<file path="src/rtl/flash_read_scheduler.sv">
// Round-robin scheduler sharing one SPI NOR flash (READ 0x03, mode 0, SCLK = clk/2)
// between two read clients; received bytes are tagged with the owning client id.
module flash_read_scheduler #(
    parameter int CS_IDLE_CYCLES = 4
) (
    input  logic        clk,
    input  logic        reset,
    input  logic        req0,
    input  logic [23:0] addr0,
    input  logic [7:0]  len0,
    output logic        ack0,
    input  logic        req1,
    input  logic [23:0] addr1,
    input  logic [7:0]  len1,
    output logic        ack1,
    output logic [7:0]  dataOut,
    output logic        dataValid,
    output logic        dataClient,
    output logic        dataLast,
    output logic        busy,
    output logic        flashClk,
    output logic        flashMosi,
    output logic        flashCs,
    input  logic        flashMiso
);
    localparam int GW = (CS_IDLE_CYCLES > 1) ? $clog2(CS_IDLE_CYCLES) : 1;
    localparam logic [GW-1:0] GAP_LAST = GW'(CS_IDLE_CYCLES - 1);

    typedef enum logic [2:0] {S_IDLE, S_CMD, S_ADDR, S_DATA, S_GAP} state_t;

    state_t        state_q, state_d;
    logic          phase_q, phase_d;
    logic [4:0]    bit_cnt_q, bit_cnt_d;
    logic [31:0]   shift_q, shift_d;
    logic [7:0]    rx_q, rx_d;
    logic [7:0]    byte_cnt_q, byte_cnt_d;
    logic [7:0]    len_q, len_d;
    logic          client_q, client_d;
    logic          last_grant_q, last_grant_d;
    logic [GW-1:0] gap_cnt_q, gap_cnt_d;
    logic          ack0_q, ack0_d, ack1_q, ack1_d;
    logic [7:0]    data_out_q, data_out_d;
    logic          data_valid_q, data_valid_d;
    logic          data_client_q, data_client_d;
    logic          data_last_q, data_last_d;
    logic          busy_q, busy_d;
    logic          sclk_q, sclk_d, mosi_q, mosi_d, cs_q, cs_d;
    logic          gnt;

    // When both clients ask, the one not served last time wins.
    assign gnt = (req0 && req1) ? ~last_grant_q : req1;

    always_comb begin
        state_d       = state_q;
        phase_d       = phase_q;
        bit_cnt_d     = bit_cnt_q;
        shift_d       = shift_q;
        rx_d          = rx_q;
        byte_cnt_d    = byte_cnt_q;
        len_d         = len_q;
        client_d      = client_q;
        last_grant_d  = last_grant_q;
        gap_cnt_d     = gap_cnt_q;
        ack0_d        = 1'b0;
        ack1_d        = 1'b0;
        data_out_d    = data_out_q;
        data_valid_d  = 1'b0;
        data_client_d = data_client_q;
        data_last_d   = 1'b0;
        busy_d        = busy_q;
        sclk_d        = sclk_q;
        mosi_d        = mosi_q;
        cs_d          = cs_q;
        case (state_q)
            S_IDLE: begin
                if (req0 || req1) begin
                    ack0_d       = ~gnt;
                    ack1_d       = gnt;
                    client_d     = gnt;
                    last_grant_d = gnt;
                    len_d        = gnt ? len1 : len0;
                    shift_d      = {8'h03, (gnt ? addr1 : addr0)};
                    mosi_d       = 1'b0;
                    sclk_d       = 1'b0;
                    cs_d         = 1'b0;
                    phase_d      = 1'b0;
                    bit_cnt_d    = 5'd0;
                    byte_cnt_d   = 8'd0;
                    busy_d       = 1'b1;
                    state_d      = S_CMD;
                end
            end
            S_CMD, S_ADDR: begin
                if (!phase_q) begin
                    phase_d = 1'b1;
                    sclk_d  = 1'b1;
                end else begin
                    phase_d   = 1'b0;
                    sclk_d    = 1'b0;
                    shift_d   = shift_q << 1;
                    mosi_d    = shift_q[30];
                    bit_cnt_d = bit_cnt_q + 5'd1;
                    if (bit_cnt_q == 5'd7) begin
                        state_d = S_ADDR;
                    end
                    // The 5-bit counter wraps to 0 here and then counts bits within each byte.
                    if (bit_cnt_q == 5'd31) begin
                        state_d = S_DATA;
                        mosi_d  = 1'b0;
                    end
                end
            end
            S_DATA: begin
                if (!phase_q) begin
                    phase_d = 1'b1;
                    sclk_d  = 1'b1;
                end else begin
                    phase_d   = 1'b0;
                    sclk_d    = 1'b0;
                    rx_d      = {rx_q[6:0], flashMiso};
                    bit_cnt_d = bit_cnt_q + 5'd1;
                    if (bit_cnt_q[2:0] == 3'd7) begin
                        data_out_d    = {rx_q[6:0], flashMiso};
                        data_valid_d  = 1'b1;
                        data_client_d = client_q;
                        if (byte_cnt_q == len_q) begin
                            data_last_d = 1'b1;
                            cs_d        = 1'b1;
                            gap_cnt_d   = '0;
                            state_d     = S_GAP;
                        end else begin
                            byte_cnt_d = byte_cnt_q + 8'd1;
                        end
                    end
                end
            end
            S_GAP: begin
                if (gap_cnt_q == GAP_LAST) begin
                    busy_d  = 1'b0;
                    state_d = S_IDLE;
                end else begin
                    gap_cnt_d = gap_cnt_q + 1'b1;
                end
            end
            default: begin
                cs_d    = 1'b1;
                sclk_d  = 1'b0;
                busy_d  = 1'b0;
                state_d = S_IDLE;
            end
        endcase
    end

    always_ff @(posedge clk) begin
        if (reset) begin
            state_q       <= S_IDLE;
            phase_q       <= 1'b0;
            bit_cnt_q     <= 5'd0;
            shift_q       <= 32'd0;
            rx_q          <= 8'd0;
            byte_cnt_q    <= 8'd0;
            len_q         <= 8'd0;
            client_q      <= 1'b0;
            last_grant_q  <= 1'b1;
            gap_cnt_q     <= '0;
            ack0_q        <= 1'b0;
            ack1_q        <= 1'b0;
            data_out_q    <= 8'd0;
            data_valid_q  <= 1'b0;
            data_client_q <= 1'b0;
            data_last_q   <= 1'b0;
            busy_q        <= 1'b0;
            sclk_q        <= 1'b0;
            mosi_q        <= 1'b0;
            cs_q          <= 1'b1;
        end else begin
            state_q       <= state_d;
            phase_q       <= phase_d;
            bit_cnt_q     <= bit_cnt_d;
            shift_q       <= shift_d;
            rx_q          <= rx_d;
            byte_cnt_q    <= byte_cnt_d;
            len_q         <= len_d;
            client_q      <= client_d;
            last_grant_q  <= last_grant_d;
            gap_cnt_q     <= gap_cnt_d;
            ack0_q        <= ack0_d;
            ack1_q        <= ack1_d;
            data_out_q    <= data_out_d;
            data_valid_q  <= data_valid_d;
            data_client_q <= data_client_d;
            data_last_q   <= data_last_d;
            busy_q        <= busy_d;
            sclk_q        <= sclk_d;
            mosi_q        <= mosi_d;
            cs_q          <= cs_d;
        end
    end

    assign ack0       = ack0_q;
    assign ack1       = ack1_q;
    assign dataOut    = data_out_q;
    assign dataValid  = data_valid_q;
    assign dataClient = data_client_q;
    assign dataLast   = data_last_q;
    assign busy       = busy_q;
    assign flashClk   = sclk_q;
    assign flashMosi  = mosi_q;
    assign flashCs    = cs_q;
endmodule

</file>
<file path="config.mk">
export PLATFORM = sky130hd
export DESIGN_NAME = flash_read_scheduler
export DESIGN_NICKNAME = d
export VERILOG_FILES = /design/src/rtl/flash_read_scheduler.sv
export SDC_FILE = /design/constraint.sdc
export NUM_CORES = 1
export LEC_CHECK = 0
export BUFFER_PORTS_ARGS = -buffer_cell sky130_fd_sc_hd__clkbuf_2
export CAP_MARGIN = 30
export CORE_ASPECT_RATIO = 1.5
export CORE_MARGIN = 10
export CORE_UTILIZATION = 49
export DETAILED_ROUTE_END_ITERATION = 8
export PLACE_DENSITY = 0.76
export RECOVER_POWER = 25
export SETUP_SLACK_MARGIN = 0.02
export SLEW_MARGIN = 15
export SYNTH_ARGS = -nofsm -noshare
export SYNTH_HDL_FRONTEND = slang
export SYNTH_SLANG_ARGS = --single-unit
</file>
<file path="constraint.sdc">
create_clock -name clk -period 1.95 [get_ports clk]
set_input_delay 0.0975 -clock clk [delete_from_list [all_inputs] [get_ports clk]]
set_output_delay 0.0975 -clock clk [all_outputs]
set_load 0.1 [all_outputs]
</file>
* Yosys cells after proc, flatten, opt, wreduce, memory -nomap -nowiden
Index checks and enable logic that the tools add are counted.
** Cells by class
- Equality and inequality tests :: 19
- Bitwise operators :: 10
- Multiplexer cells :: 44
- Add/sub/neg operators :: 3
- Reductions and logical operators :: 25
** Operators by type and width (count)
- $mux W31 :: 2
- $pmux W31 S2 :: 1
- $mux W8 :: 5
- $mux W24 :: 1
- $mux W3 :: 8
- $ne A2 B2 Y1 const B :: 8
- $pmux W8 S2 :: 1
- $reduce_and A5 Y1 :: 3
- $mux W1 :: 12
- $pmux W3 S4 :: 1
- $reduce_and A3 Y1 :: 4
- $reduce_or A3 Y1 :: 4
- $mux W5 :: 2
- $not A1 Y1 :: 10
- $pmux W5 S2 :: 1
- $pmux W1 S3 :: 3
- $add A8 B1 Y8 const B :: 1
- $eq A8 B8 Y1 :: 1
- $mux W2 :: 4
- $reduce_and A2 Y1 :: 4
- $reduce_bool A2 Y1 :: 4
- $reduce_and A7 Y1 :: 1
- $eq A3 B2 Y1 const B :: 2
- $eq A3 B3 Y1 const B :: 2
- other kinds (15) :: 16
** Word-level totals
- Word-level logic and storage cells :: 121
- Output and inout port bits :: 17
- Bits of input ports :: 69
- Bits in registers :: 84

* Longest topological paths before layout
Gate-level depths: netlist of run 1.
- Depth in word-level cells :: 5
- Mapped depth :: 8
- Depth with buffers taken out :: 7

* Least setup slack after synthesis of run 1
OpenSTA, ideal clock, no wires.
- Path kind :: flip-flop to flip-flop
- Start point :: register bit_cnt_q[0]
- End point :: register byte_cnt_q[3]
- Library setup time :: 0.117 ns
- Data required time :: 1.833 ns
- Setup slack :: 0.065 ns
- Period minus slack after synthesis :: 1.885 ns
- Buffers on the path :: 1
- Data arrival time :: 1.768 ns
- Stages on the path, launching flop included :: 9
- Cell sequence :: dfxtp_1 ha_1 ha_1 nand2_1 or3_1 buf_2 a21oi_2 o21ai_0 a32o_1
** On the way
- Word-level cells in the longest chain between the ends :: 3
** Ends and longest elaborated chain
- start, declared :: RTL line 33 : logic [4:0] bit_cnt_q, bit_cnt_d;
- start signal, assigned :: RTL line 179 : bit_cnt_q <= bit_cnt_d;
- $eq A3 B3 Y1 :: RTL line 122 : if (bit_cnt_q[2:0] == 3'd7) begin
- $ne A2 B2 Y1 (no source line)
- $reduce_and A5 Y1 (no source line)
- end signal, assigned :: RTL line 182 : byte_cnt_q <= byte_cnt_d;
- end, declared :: RTL line 36 : logic [7:0] byte_cnt_q, byte_cnt_d;
Every way passes these cells.
A chain may end at the register's enable or synchronous reset.

* Final worst setup path of run 1
- Start point :: register byte_cnt_q[4]
- End point :: register state_q[0]
** On the way
- Word-level cells in the longest chain between the ends :: 3
** Ends and longest elaborated chain
- $eq A8 B8 Y1 :: RTL line 126 : if (byte_cnt_q == len_q) begin
- $ne A2 B2 Y1 (no source line)
- $reduce_and A7 Y1 (no source line)
- end signal, assigned :: RTL line 177 : state_q <= state_d;
- end, declared :: RTL line 31 : state_t state_q, state_d;
Every way passes these cells.

==> metrics, run 1 <==
Site Rows=40; Synth Flop Type=dfxtp_1; Worst Slack Setup Final=0.08362 ns; Reg area=between 1500 and 2000 um^2; cell taking the most area after synthesis=dfxtp_1; pin count of the biggest net entering global routing=48; worst path arrival time=2.09 ns; CTS sink cnt=84; 1st-iter DRT viols=about 200; area fraction of the dominant cell type after synthesis=41.99%; Vias/cell=~5.5; CP max-delay cell=nor4_4; worst-margin pin slew=1.191 ns; port buffer count=85; Synth-to-Final Area Change=24.37%; setup slack at placement=0.04237 ns; post-detail-place hpwl=approximately 7400 um; Synth Instances=479; Starting Density=50.02%; # DRC=0; RR Endpoint=state_q[0]$_SDFFE_PP0P_; post-route ant nets=0; Final Hold Viols=0; fraction of layout cells with a size suffix above 1=a little under a quarter; first-pass GRT wire length=roughly 17000 um; Pre-Repair DR Iteration Count=4; Hold WC Path Type=primary input to flop; fillers=717; Setup Skew=0.005156 ns; synth cell count leaders=nand2_1, dfxtp_1, a21oi_1; GR met3 Demand/Resource=5.140%; Vias=approximately 3700; CP Cell Sequence=xor2_1 -> nor4_4 -> nand2_1 -> a211o_1 -> a311o_1; Core Region=8008 um^2; Die W=between 90 and 100 um; clock-pin slew of the registers on the worst-case setup and hold paths=0.06 ns; Setup CP Type=flop to flop; max-slew violations=0; leakage power=0.001980 uW; Worst setup SP type=flop; cell area after synthesis=4005 um^2; met2 Usage GRT=between 20 and 30%; area of the multi-input gates=2200 um^2; Hold EP=len_q[1]$_SDFFE_PP0P_; most numerous cell in the Yosys netlist=nand2_1; hold depth=3; Worst EP required=2.17 ns; Max Root-Sink Buffers=2; outcome=finished, final reports clean; CP endpoint kind=flop; final net count=between 600 and 700; htree depth=3; #FFs+latches synth=84; initial antenna violation count=0; Overflow after GRT=0; Die Ht=130.7 um; Syn. warnings=0; Power Density=1265 nW/um^2; wire per inst=around 15 um; Sum Neg Setup Slack=0 ns; post-layout min period=roughly 1.9 ns; maximum VDD drop=1.022 mV; Mean Syn Cell Area=between 8 and 9 um^2; GPL Wtd Cong=a little under 0.9; Max Clk Rate=0.5358 GHz; post-synthesis sequential area ratio=41.99%; DRT Wirelength=10190 um; Post-synth EDFFs=0; gr usage total=16.92%; delay of the slowest critical-path stage=about 0.4 ns; root buf cell=clkbuf_16; Skew-Pair Late Insertion Delay=0.34 ns; HP Start=len0[1]; die area=12260 um^2; IO Pins=86; reg2reg path depth=5; synth top area cells=dfxtp_1, nand2_1, a21oi_1; register-to-register setup slack=0.08 ns; met1 Usage GRT=between 10% and 20%; Rel. slew slack=20.93%; max-cap violations=0; vias in the first global route=approximately 3700; async set-reset flop share out of synthesis=0%; Reg2Reg Launch Point=byte_cnt_q[4]$_SDFFE_PP0P_; Final setup viols=0; Antenna Cells=0; CTS tree=built; clock buffer count from CTS=9; post-synth cell types=55; fin util=~62%; syn_nets=553; RSZ-0062 raised after global routing=no; share of the clock period used by the worst path=95.71%; worst-path maximum fanout=6; Most Crowded Layer GR=met2
-- sequential cells by signal, summed over array words and instances (netlist names), 2 cells and up --
| register | flops |
|---|---|
| shift_q | 31 |
| byte_cnt_q | 8 |
| dataOut | 8 |
| len_q | 8 |
| rx_q | 7 |
| bit_cnt_q | 5 |
| state_q | 3 |
| gap_cnt_q | 2 |
-- cells in the final DEF (no fill, tap or decap), types with 2 or more instances in the layout --
cell type and count:
a211oi_1 10, a21o_1 2, a21oi_1 62, a311oi_1 2, and3_1 2, buf_12 4
buf_4 25, clkbuf_1 24, clkbuf_16 9, clkbuf_2 68, clkinv_2 3, dfxtp_1 79
dfxtp_2 4, ha_1 4, inv_1 3, mux2i_1 31, nand2_1 95, nand2b_1 2
nand3_1 20, nand3b_1 3, nand4_1 3, nand4b_1 5, nor2_1 24, nor3_1 9
nor3_2 3, nor4_1 2, nor4_4 2, o211ai_1 24, o21ai_0 9, or3_1 3
xnor2_1 2, xor2_1 8
-- worst max path at each step --
stage | to | cells after the start | slack, ns | startpoint
after detailed placement | byte_cnt_q[4]$_SDFFE_PP0P_ | 7 | 0.04 | bit_cnt_q[1]$_SDFFE_PP0P_
after global routing | state_q[1]$_SDFFE_PP0P_ | 8 | 0.02 | bit_cnt_q[1]$_SDFFE_PP0P_
final | state_q[0]$_SDFFE_PP0P_ | 5 | 0.08 | byte_cnt_q[4]$_SDFFE_PP0P_
after global placement | byte_cnt_q[3]$_SDFFE_PP0P_ | 7 | 0.11 | bit_cnt_q[1]$_SDFFE_PP0P_
after floorplan | byte_cnt_q[3]$_SDFFE_PP0P_ | 8 | 0.06 | bit_cnt_q[0]$_SDFFE_PP0P_
after CTS | byte_cnt_q[6]$_SDFFE_PP0P_ | 8 | 0.0003 | bit_cnt_q[1]$_SDFFE_PP0P_
-- kinds of logic (layout without fill, tap and decap cells) --
group / Yosys count / count (layout) / synth area share (%)
AO/OA/AOI/OAI: 124 / 124 / 19.12
XOR/XNOR: 11 / 11 / 2.593
adder cells (fa/ha/maj): 5 / 5 / 1.562
buffers and inverters: 40 / 137 / 4.811
flip-flops: 84 / 84 / 41.99
multiplexers: 32 / 32 / 8.029
AND/OR/NAND/NOR: 183 / 183 / 21.90
-- what timing repair did --
item / in CTS / in global routing
endpoints found under the hold margin: 1 / 0
gates cloned: 0 / 0
buffers inserted: 0 / 3
endpoints found under the setup margin: 2 / 13
gates resized for setup: 1 / 14
hold buffers: 1 / 0
pin swaps: 0 / 4
-- power breakdown --
part / leakage (uW) / total (uW) / internal (uW) / switching, uW
sequential: 0.000688 / 2350 / 2090 / 264
combinational: 0.00117 / 2460 / 947 / 1510
clock: 0.000126 / 1490 / 849 / 636
-- through the flow --
stage | area [um^2] | total power [uW] | hold WS, ns | cells
floorplan | 4005 | 4081 | 0.2335 | 479
global placement | 4671 | 4718 | 0.3515 | 662
detailed placement | 4671 | 4795 | 0.3567 | 662
CTS | 4940 | 6295 | 0.08963 | 678
global route | 4981 | 6726 | 0.09734 | 681
finish | 4981 | 6299 | 0.09387 | 681
-- per-layer routing --
metal	wire length, um	vias up	part of all wire, %
met3	555	14	5.4
met1	4297	1737	42
met4	186	0	1.8
li1	-	1880	-
met2	5150	99	51
met5	0	-	0
-- critical path, delay by kind of cell (launching register included) --
family | cells | cell delay, ns
flops | 1 | 0.36
compound gates | 2 | 0.65
simple gates | 2 | 0.55
xor+xnor | 1 | 0.19
-- cell type report --
class	count	share of cell area, %
inverters	3	0.2261
flip-flops and latches	84	33.94
clock inverters	3	0.3014
well taps	105	2.638
repair buffers	119	13.99
clock buffers	12	4.748
multi-input cells	355	44.16
No activity file was read; power rests on OpenSTA's default activity.
==> run 2, diff against run 1 <==
Settings changed: REMOVE_ABC_BUFFERS set to 1.
==> metrics, run 2 (synthesis gave the netlist of run 1 again) <==
delay of the slowest critical-path stage=0.37 ns (was 0.40 ns); Worst setup SP type=flop (unchanged); post-layout min period=1.842 ns (was 1.866 ns); clock buffer count from CTS=9 (unchanged); Sum Neg Setup Slack=0 ns (unchanged); max-slew violations=0 (unchanged); Final setup viols=0 (unchanged); port buffer count=85 (unchanged); GPL Wtd Cong=0.9039 (was 0.8729); Power Density=1312 nW/um^2 (was 1265 nW/um^2); number of flip-flops in the largest register=31 (unchanged); Die W=93.82 um (unchanged); fillers=720 (was 717); share of the clock period used by the worst path=94.47% (was 95.71%); CTS sink cnt=84 (unchanged); gr usage total=16.70% (was 16.92%); vias in the first global route=3691 (was 3747); Sw Share=36.98% (was 38.33%); outcome=finished, final reports clean (unchanged); 1st-iter DRT viols=251 (was 198); CTS tree=built (unchanged); final net count=639 (was 646); Rel. slew slack=20.84% (was 20.93%); leakage power=0.001978 uW (was 0.001980 uW); # DRC=0 (unchanged); Biggest register=shift_q (unchanged); root buf cell=clkbuf_16 (unchanged); die area=12260 um^2 (unchanged); Die Ht=130.7 um (unchanged); CP Cell Sequence=ha_4 -> ha_1 -> nand2_1 -> buf_4 -> a31oi_4 -> o2bb2ai_2 -> a211o_1 -> a311o_1 (was xor2_1 -> nor4_4 -> nand2_1 -> a211o_1 -> a311o_1); Vias=3684 (was 3730); post-route ant nets=0 (unchanged); most frequent cells in the layout=nand2_1, dfxtp_1, clkbuf_2 (unchanged); pin count of the biggest net entering global routing=48 (unchanged); post-detail-place hpwl=7325 um (was 7406 um); Skew-Pair Late Insertion Delay=0.34 ns (about the same); IO Pins=86 (unchanged); power share of the clock group=26.9% (was 23.6%); clock-pin slew of the registers on the worst-case setup and hold paths=0.06 ns (about the same); htree depth=3 (unchanged); first-pass GRT wire length=16760 um (was 16950 um); max-cap violations=0 (unchanged); Design Power=6556 uW (was 6299 uW); fraction of layout cells with a size suffix above 1=23.20% (was 23.44%); DRT Wirelength=9926 um (was 10190 um); Site Rows=40 (unchanged); Logic pwr share=37.1% (was 39.1%); Reg area=1689 um^2 (was 1690 um^2); area of the multi-input gates=2205 um^2 (was 2200 um^2); Hold WC Path Type=primary input to flop (unchanged); CP endpoint kind=flop (unchanged); Starting Density=50.02% (unchanged); Setup CP Type=flop to flop (unchanged); Synth-to-Final Area Change=24.74% (was 24.37%); maximum VDD drop=0.6971 mV (was 1.022 mV); CP max-delay cell=dfxtp_4 (was nor4_4); Core Region=8008 um^2 (unchanged); worst-margin pin slew=1.192 ns (was 1.191 ns); commonest non-fill, non-tap cell in the layout=nand2_1 (unchanged); switching pwr=2425 uW (was 2414 uW); Antenna Cells=0 (unchanged); Vias/cell=5.466 (was 5.477); worst path arrival time=2.07 ns (was 2.09 ns); Max Root-Sink Buffers=2 (unchanged); Pre-Repair DR Iteration Count=4 (unchanged); Worst EP required=2.18 ns (was 2.17 ns); Int Power=4131 uW (was 3885 uW); Seq pwr share=35.9% (was 37.4%); RSZ-0062 raised after global routing=no (unchanged); initial antenna violation count=0 (unchanged); Final Hold Viols=0 (unchanged); Max Clk Rate=0.5428 GHz (was 0.5358 GHz); Setup Skew=0.005656 ns (was 0.005156 ns); worst-path maximum fanout=4 (was 6); Overflow after GRT=0 (unchanged); wire per inst=14.73 um (was 14.96 um)
-- run 2: worst paths after layout --
path                              to  slack (ns)                       from  cells after the start
max          state_q[0]$_SDFFE_PP0P_        0.11  bit_cnt_q[0]$_SDFFE_PP0P_                      8
min          dataOut[0]$_SDFFE_PP0P_      0.0003                  flashMiso                      3
max reg2reg  state_q[0]$_SDFFE_PP0P_        0.11  bit_cnt_q[0]$_SDFFE_PP0P_                      8
min reg2reg  shift_q[0]$_SDFFE_PP0P_        0.45    shift_q[0]$_SDFFE_PP0P_                      2
-- run 2: worst max-delay path, delay by kind of cell, from the launching register on --
kind | cells | cell delay (ns)
compound gates | 4 | 0.87
flops | 1 | 0.37
fa+ha+maj | 2 | 0.27
buf+inv | 1 | 0.17
simple gates | 1 | 0.06
-- run 2: area by class of cell --
class | count | area share (%)
Clock buffer | 10 | 4.583
Clock inverter | 5 | 1.553
Inverter | 3 | 0.2254
Multi-Input combinational cell | 355 | 44.13
Sequential cell | 84 | 33.81
Tap cell | 105 | 2.630
Timing Repair Buffer | 112 | 13.07
-- run 2: metrics by stage --
stage                     hold slack [ns]  cells  worst slack, ns  utilization, %  cell area [um^2]
after floorplan                    0.1666    442           -2.688               -              3824
after global placement             0.3455    657          0.07996           57.86              4633
after detailed placement           0.3640    657         0.001301           57.86              4633
after CTS                        0.001967    672          0.05411           61.95              4961
after global routing              0.02859    674          0.02662           62.39              4996
final                           0.0003223    674           0.1078           62.39              4996
-- run 2: timing repair --
action / 4_1_cts / 5_1_grt
gates resized for setup: 4 / 11
hold buffers: 0 / 0
buffers inserted: 0 / 2
setup endpoints to repair: 5 / 9
-- run 2: power groups by stage --
stage               Sequential (uW)  Clock [uW]  Combinational, uW
detailed placement             2370           0               2410
finish                         2360        1770               2430
global route                   2400        1870               2730
global placement               2360           0               2340
CTS                            2340        1800               2440
floorplan                      2510           0               1430
-- run 2: layer usage --
layer  wire length (um)  global-route usage, %  up-vias
met3                579                  4.626       19
met2               5146                  28.60       99
met1               3977                  18.28     1694
met5                  0                      0        -
li1                   -                      -     1872
met4                223                  8.789        0
